[config.mk]
export PLATFORM = sky130hd
export DESIGN_NAME = decode_ctrl_seq
export DESIGN_NICKNAME = d
export VERILOG_FILES = /design/src/rtl/decode_ctrl_seq_pkg.sv /design/src/rtl/ctrl_decode.sv /design/src/rtl/decode_ctrl_seq.sv
export SDC_FILE = /design/constraint.sdc
export NUM_CORES = 1
export LEC_CHECK = 0
export ABC_AREA = 1
export BUFFER_PORTS_ARGS = -buffer_cell sky130_fd_sc_hd__buf_2
export CORE_ASPECT_RATIO = 1.1
export CORE_MARGIN = 2
export CORE_UTILIZATION = 44
export CTS_BUF_LIST = sky130_fd_sc_hd__clkbuf_16
export DETAILED_ROUTE_END_ITERATION = 8
export PLACE_DENSITY_LB_ADDON = 0.05
export RECOVER_POWER = 100
export SLEW_MARGIN = 20
export SYNTH_ARGS = -nofsm -noshare
export SYNTH_HDL_FRONTEND = slang
export SYNTH_SLANG_ARGS = --single-unit
[constraint.sdc]
create_clock -name clk -period 1.1 [get_ports clk]
set_input_delay 0.165 -clock clk [delete_from_list [all_inputs] [get_ports clk]]
set_output_delay 0.165 -clock clk [all_outputs]
set_load 0.01 [all_outputs]
[src/rtl/decode_ctrl_seq_pkg.sv]
// Shared encodings for the ID-stage control decoder: opcodes, EXE commands,
// branch conditions and the flag bundle that travels to the ID/EXE register.
package decode_ctrl_seq_pkg;

  localparam int OP_CODE_LEN_DEF = 4;
  localparam int EXE_CMD_LEN_DEF = 4;

  localparam logic [3:0] OP_ADD  = 4'd0;
  localparam logic [3:0] OP_SUB  = 4'd1;
  localparam logic [3:0] OP_AND  = 4'd2;
  localparam logic [3:0] OP_SLL  = 4'd3;
  localparam logic [3:0] OP_MUL  = 4'd4;
  localparam logic [3:0] OP_COMP = 4'd5;
  localparam logic [3:0] OP_ADDI = 4'd6;
  localparam logic [3:0] OP_MOV  = 4'd7;
  localparam logic [3:0] OP_LD   = 4'd8;
  localparam logic [3:0] OP_ST   = 4'd9;
  localparam logic [3:0] OP_BNE  = 4'd10;
  localparam logic [3:0] OP_JMP  = 4'd11;

  localparam logic [3:0] EXE_NO_OPERATION = 4'd0;
  localparam logic [3:0] EXE_ADD          = 4'd1;
  localparam logic [3:0] EXE_SUB          = 4'd2;
  localparam logic [3:0] EXE_AND          = 4'd3;
  localparam logic [3:0] EXE_SLL          = 4'd4;
  localparam logic [3:0] EXE_MUL          = 4'd5;

  localparam logic [1:0] COND_NONE = 2'd0;
  localparam logic [1:0] COND_JUMP = 2'd1;
  localparam logic [1:0] COND_BNE  = 2'd2;

  typedef struct packed {
    logic [1:0] branch_command;
    logic       branch_en;
    logic       is_imm;
    logic       st_or_bne;
    logic       wb_en;
    logic       mem_r_en;
    logic       mem_w_en;
    logic       mov_en;
    logic       is_comp;
    logic       is_mul;
  } ctrl_flags_t;

  localparam ctrl_flags_t FLAGS_NONE = '0;

endpackage

[src/rtl/ctrl_decode.sv]
// Pure opcode-to-control-bundle lookup; unknown opcodes report legal = 0
// and return an all-zero bundle.
module ctrl_decode
  import decode_ctrl_seq_pkg::*;
#(
  parameter int OP_CODE_LEN = OP_CODE_LEN_DEF,
  parameter int EXE_CMD_LEN = EXE_CMD_LEN_DEF
) (
  input  logic [OP_CODE_LEN-1:0] op_code,
  output logic [EXE_CMD_LEN-1:0] exe_cmd,
  output ctrl_flags_t            flags,
  output logic                   legal
);

  always_comb begin
    exe_cmd = EXE_CMD_LEN'(EXE_NO_OPERATION);
    flags   = FLAGS_NONE;
    legal   = 1'b1;
    case (op_code)
      OP_CODE_LEN'(OP_ADD): begin
        exe_cmd     = EXE_CMD_LEN'(EXE_ADD);
        flags.wb_en = 1'b1;
      end
      OP_CODE_LEN'(OP_SUB): begin
        exe_cmd     = EXE_CMD_LEN'(EXE_SUB);
        flags.wb_en = 1'b1;
      end
      OP_CODE_LEN'(OP_AND): begin
        exe_cmd     = EXE_CMD_LEN'(EXE_AND);
        flags.wb_en = 1'b1;
      end
      OP_CODE_LEN'(OP_SLL): begin
        exe_cmd     = EXE_CMD_LEN'(EXE_SLL);
        flags.wb_en = 1'b1;
      end
      OP_CODE_LEN'(OP_MUL): begin
        exe_cmd      = EXE_CMD_LEN'(EXE_MUL);
        flags.wb_en  = 1'b1;
        flags.is_mul = 1'b1;
      end
      // COMP reuses the subtractor; only the flags differ from SUB
      OP_CODE_LEN'(OP_COMP): begin
        exe_cmd       = EXE_CMD_LEN'(EXE_SUB);
        flags.wb_en   = 1'b1;
        flags.is_comp = 1'b1;
      end
      OP_CODE_LEN'(OP_ADDI): begin
        exe_cmd      = EXE_CMD_LEN'(EXE_ADD);
        flags.wb_en  = 1'b1;
        flags.is_imm = 1'b1;
      end
      OP_CODE_LEN'(OP_MOV): begin
        flags.is_imm = 1'b1;
        flags.mov_en = 1'b1;
      end
      OP_CODE_LEN'(OP_LD): begin
        exe_cmd         = EXE_CMD_LEN'(EXE_ADD);
        flags.wb_en     = 1'b1;
        flags.is_imm    = 1'b1;
        flags.st_or_bne = 1'b1;
        flags.mem_r_en  = 1'b1;
      end
      OP_CODE_LEN'(OP_ST): begin
        exe_cmd         = EXE_CMD_LEN'(EXE_ADD);
        flags.is_imm    = 1'b1;
        flags.st_or_bne = 1'b1;
        flags.mem_w_en  = 1'b1;
      end
      OP_CODE_LEN'(OP_BNE): begin
        flags.is_imm         = 1'b1;
        flags.branch_command = COND_BNE;
        flags.branch_en      = 1'b1;
        flags.st_or_bne      = 1'b1;
      end
      OP_CODE_LEN'(OP_JMP): begin
        flags.is_imm         = 1'b1;
        flags.branch_command = COND_JUMP;
        flags.branch_en      = 1'b1;
      end
      default: begin
        legal = 1'b0;
      end
    endcase
  end

endmodule

[src/rtl/decode_ctrl_seq.sv]
// ID-stage control sequencer: registers the decoded bundle and inserts bubbles
// for hazards, multi-cycle multiplies and post-branch flushes.
module decode_ctrl_seq
  import decode_ctrl_seq_pkg::*;
#(
  parameter int OP_CODE_LEN = OP_CODE_LEN_DEF,
  parameter int EXE_CMD_LEN = EXE_CMD_LEN_DEF,
  parameter int MUL_CYCLES  = 4,
  parameter int FLUSH_DEPTH = 1
) (
  input  logic                   clk,
  input  logic                   rst,
  input  logic [OP_CODE_LEN-1:0] opCode,
  input  logic                   op_valid,
  input  logic                   hazard_detected,
  input  logic                   branch_taken,
  output logic [EXE_CMD_LEN-1:0] EXE_CMD,
  output logic [1:0]             Branch_command,
  output logic                   branchEn,
  output logic                   Is_Imm,
  output logic                   ST_or_BNE,
  output logic                   WB_EN,
  output logic                   MEM_R_EN,
  output logic                   MEM_W_EN,
  output logic                   MOV_EN,
  output logic                   Is_Comp,
  output logic                   Is_Mul,
  output logic                   ctrl_valid,
  output logic                   stall_req,
  output logic                   illegal_op
);

  typedef enum logic [1:0] {
    RUN      = 2'd0,
    MUL_BUSY = 2'd1,
    FLUSH    = 2'd2
  } state_t;

  localparam logic [3:0] MUL_LOAD   = 4'(MUL_CYCLES - 1);
  localparam logic [1:0] FLUSH_LOAD = 2'(FLUSH_DEPTH - 1);

  state_t                 state;
  logic [3:0]             mul_cnt;
  logic [1:0]             flush_cnt;
  ctrl_flags_t            flags_q;
  logic [EXE_CMD_LEN-1:0] dec_cmd;
  ctrl_flags_t            dec_flags;
  logic                   dec_legal;

  ctrl_decode #(
    .OP_CODE_LEN(OP_CODE_LEN),
    .EXE_CMD_LEN(EXE_CMD_LEN)
  ) u_ctrl_decode (
    .op_code(opCode),
    .exe_cmd(dec_cmd),
    .flags  (dec_flags),
    .legal  (dec_legal)
  );

  // Every path starts from a bubble; only an accepted legal opcode overrides it
  always_ff @(posedge clk) begin
    if (!rst) begin
      state      <= RUN;
      mul_cnt    <= 4'd0;
      flush_cnt  <= 2'd0;
      EXE_CMD    <= EXE_CMD_LEN'(EXE_NO_OPERATION);
      flags_q    <= FLAGS_NONE;
      ctrl_valid <= 1'b0;
      stall_req  <= 1'b0;
      illegal_op <= 1'b0;
    end else begin
      EXE_CMD    <= EXE_CMD_LEN'(EXE_NO_OPERATION);
      flags_q    <= FLAGS_NONE;
      ctrl_valid <= 1'b0;
      stall_req  <= 1'b0;
      illegal_op <= 1'b0;
      if (branch_taken) begin
        mul_cnt   <= 4'd0;
        flush_cnt <= FLUSH_LOAD;
        state     <= (FLUSH_DEPTH > 1) ? FLUSH : RUN;
      end else begin
        case (state)
          MUL_BUSY: begin
            if (mul_cnt <= 4'd1) begin
              mul_cnt <= 4'd0;
              state   <= RUN;
            end else begin
              mul_cnt   <= mul_cnt - 4'd1;
              stall_req <= 1'b1;
            end
          end
          FLUSH: begin
            if (flush_cnt <= 2'd1) begin
              flush_cnt <= 2'd0;
              state     <= RUN;
            end else begin
              flush_cnt <= flush_cnt - 2'd1;
            end
          end
          default: begin
            state <= RUN;
            if (op_valid && !hazard_detected) begin
              if (!dec_legal) begin
                illegal_op <= 1'b1;
              end else begin
                EXE_CMD    <= dec_cmd;
                flags_q    <= dec_flags;
                ctrl_valid <= 1'b1;
                // the multiply bundle goes out now; stall covers the remaining cycles
                if (dec_flags.is_mul && (MUL_CYCLES > 1)) begin
                  state     <= MUL_BUSY;
                  mul_cnt   <= MUL_LOAD;
                  stall_req <= 1'b1;
                end
              end
            end
          end
        endcase
      end
    end
  end

  assign Branch_command = flags_q.branch_command;
  assign branchEn       = flags_q.branch_en;
  assign Is_Imm         = flags_q.is_imm;
  assign ST_or_BNE      = flags_q.st_or_bne;
  assign WB_EN          = flags_q.wb_en;
  assign MEM_R_EN       = flags_q.mem_r_en;
  assign MEM_W_EN       = flags_q.mem_w_en;
  assign MOV_EN         = flags_q.mov_en;
  assign Is_Comp        = flags_q.is_comp;
  assign Is_Mul         = flags_q.is_mul;

endmodule

==> impl_metrics.tcl <==
set metrics [dict create \
    dp_hpwl_um 1340 \
    syn2layout_area_growth_pct 34.5 \
    yosysSeqAreaShare_pct 47.6 \
    max_freq_mhz 877 \
    num_rows 17 \
    drt_iter0_drc 12 \
    fin_area_um2 1240 \
    final_util_pct 62.2 \
    drc 0 \
    rsz0062_at_grt "true" \
    syn_area_per_cell_um2 8.11 \
    vias_per_cell 4.62 \
    grt-ovfl-total 0 \
    start_util_pct 46.2 \
    htree_num_levels 1 \
    hold_viol_final 0 \
    maxCapViolations 0 \
    final.setup.worst_slack_ps -40.5 \
    dieWidth_um 47.7 \
    status "finished, violations left" \
    diodes 0 \
    ant_nets 0 \
    hold_class "in -> reg" \
    gp_congestion 0.818 \
    synthArstFlopShare_pct 0 \
    p_int_uw 1330 \
    nNetsFinal 162 \
    violations "negative setup slack" \
    synth.distinct_cells 25 \
    dieArea_um2 2480 \
    clock-root-buffer "clkbuf_16" \
    p_per_area_nw_per_um2 1340 \
    ys.flop_type "dfxtp_1" \
    numPortBuffers 25 \
    yosysWarningCount 0 \
    cp.arrival_ps 1320 \
    skew_ps 1.98 \
    cp.required_ps 1280 \
    cts_buffers 3 \
    cp-start-kind "flip-flop" \
    place_ws_ps -97.0 \
    rrSetupSlack_ps -40 \
    synth_edf_count 0 \
    postSynthCellCount 114 \
    period_share_pct 104 \
    first_pass_iters 4 \
    sw_frac_of_total_pct 20.7 \
    drive_above_1_share_pct 33.3 \
    cts_num_sinks 22 \
    r2r_end "mul_cnt[3]" \
    grt_use_total_pct 17.4 \
    p_leak_uw 0.000547 \
    setup_tns_ps -69.8 \
    die_y_um 52.1 \
    p_total_uw 1670 \
    ctsHoldBuffers 0 \
    netSwitchingPower_uw 346 \
    peakVddDrop_mv 0.813 \
    largest_reg_flops 4 \
    whs_endpoint "stall_req" \
    clockBufferDepth 2 \
    post-route-min-period_ps 1140 \
    wl_per_cell_um 10.7 \
    place_area_um2 1110 \
    vias 823 \
    routed_wl_um 1900 \
    worstPathMaxFanout 4 \
    finalMaxSlewViolations 0 \
    min_from "rst" \
    p_comb_share_pct 7.0 \
    p_seq_share_pct 48.1 \
    setup_violations 3 \
    top_register "mul_cnt" \
    grt_max_degree 13 \
    hold_depth 3 \
    clkTransAtPathRegs_ps 60 \
    io_pins 27 \
    synth_fp_nets 125 \
    synth-seq-cells 22 \
    synth_area_um2 925 \
    power.share.clock_pct 44.9 \
    cts_tree "done" \
    grt_pass1_vias 737 \
    grt_pass1_wl_um 3030 \
    crit-reg2reg-launch "mul_cnt[0]" \
    clock_latency_ps 250 \
    worstRegToRegCells 7 \
    path_class "reg -> reg" \
    worst_setup_path_end_kind "flip-flop" \
    antenna_found_initial 0 \
    core_area_um2 2000 \
]
metal layers:
layer / track usage [%] / vias up / wire length, um
li1: - / 423 / -
met2: 30.0 / 26 / 1030
met1: 19.1 / 366 / 742
met3: 3.13 / 8 / 78
met4: 9.46 / 0 / 46
met5: 0 / - / 0
worst max-delay path, stage by stage (launching register included):
cell and delay, ps:
dfxtp_2 350, inv_2 50, ha_4 160, inv_4 50, nand2_4 60, a21oi_4 170
nand3_1 90, a21oi_1 130
cells by family after synthesis:
kind of cell / count (synthesis) / synth area share, %
and+or+nand+nor: 58 / 31.5
other: 1 / 0.406
buffers and inverters: 20 / 9.34
AOI/OAI and AO/OA: 10 / 7.44
xor gates and xnor gates: 1 / 0.947
adders and majority gates: 2 / 2.71
DFF: 22 / 47.6
cell usage in the layout, fill, tap and decap left out:
cell       instances
dfxtp_1           20
nand2_1           19
clkbuf_1          17
nor2_1            13
inv_1             12
buf_4              9
buf_2              8
nand3_1            7
nor2_2             5
inv_2              4
nand2_4            3
nand3_2            3
a21oi_1            3
a21oi_2            3
clkbuf_16          3
inv_4              2
nor2_4             2
nand2_2            2
dfxtp_2            2
a21oi_4            1
nand4_1            1
nor3_1             1
nor3_2             1
xor2_1             1
a22oi_1            1
o22ai_1            1
nand3b_1           1
o21ai_0            1
ha_4               1
ha_2               1
conb_1             1
clkinv_1           1
power groups by stage:
stage,Combinational (uW),Sequential (uW),Clock (uW)
floorplan,73.1,824,0
global placement,110,821,0
detailed placement,111,821,0
CTS,114,803,771
global route,132,804,806
finish,118,804,751
metrics by stage:
stage	hold WS (ps)	instances
6_report	159	178
5_1_grt	182	178
4_1_cts	167	176
3_5_place_dp	434	170
3_3_place_gp	427	170
2_1_floorplan	235	114
Yosys cell counts, types with 2 or more instances:
library cell | n | share of area, %
nand2_1 | 21 | 8.5
inv_2 | 3 | 1.2
nor2_1 | 16 | 6.5
inv_1 | 15 | 6.1
dfxtp_1 | 22 | 48
a21oi_2 | 4 | 3.8
nor2_4 | 2 | 2.4
nand2_4 | 2 | 2.4
nor2_2 | 2 | 1.4
nand3_2 | 2 | 2.2
ha_1 | 2 | 2.7
nand3_1 | 8 | 4.3
a21oi_1 | 3 | 1.6
cell type report:
class / count / area, um^2
fillers: 208 / 756
flip-flops and latches: 22 / 443
multi-input cells: 72 / 443
repair buffers: 34 / 171
clock buffers: 3 / 75.1
inverters: 18 / 72.6
well taps: 28 / 35.0
clock inverters: 1 / 3.75
what timing repair did:
item	in CTS	in global routing
setup endpoints to repair	6	8
hold endpoints to repair	0	0
gates resized for setup	8	9
pin swaps	5	5
setup buffers	2	2
how the worst max path moves through the flow:
stage	endpoint	start	slack, ps	depth (start not counted)
final	mul_cnt[3]	mul_cnt[0]	-40	7
after global routing	mul_cnt[3]	mul_cnt[1]	-90	7
after CTS	mul_cnt[3]	mul_cnt[0]	-10	7
after detailed placement	mul_cnt[2]	mul_cnt[0]	-100	7
after global placement	mul_cnt[3]	mul_cnt[0]	-30	7
after floorplan	mul_cnt[3]	mul_cnt[0]	3	7
Power figures use the tool's default switching activity.
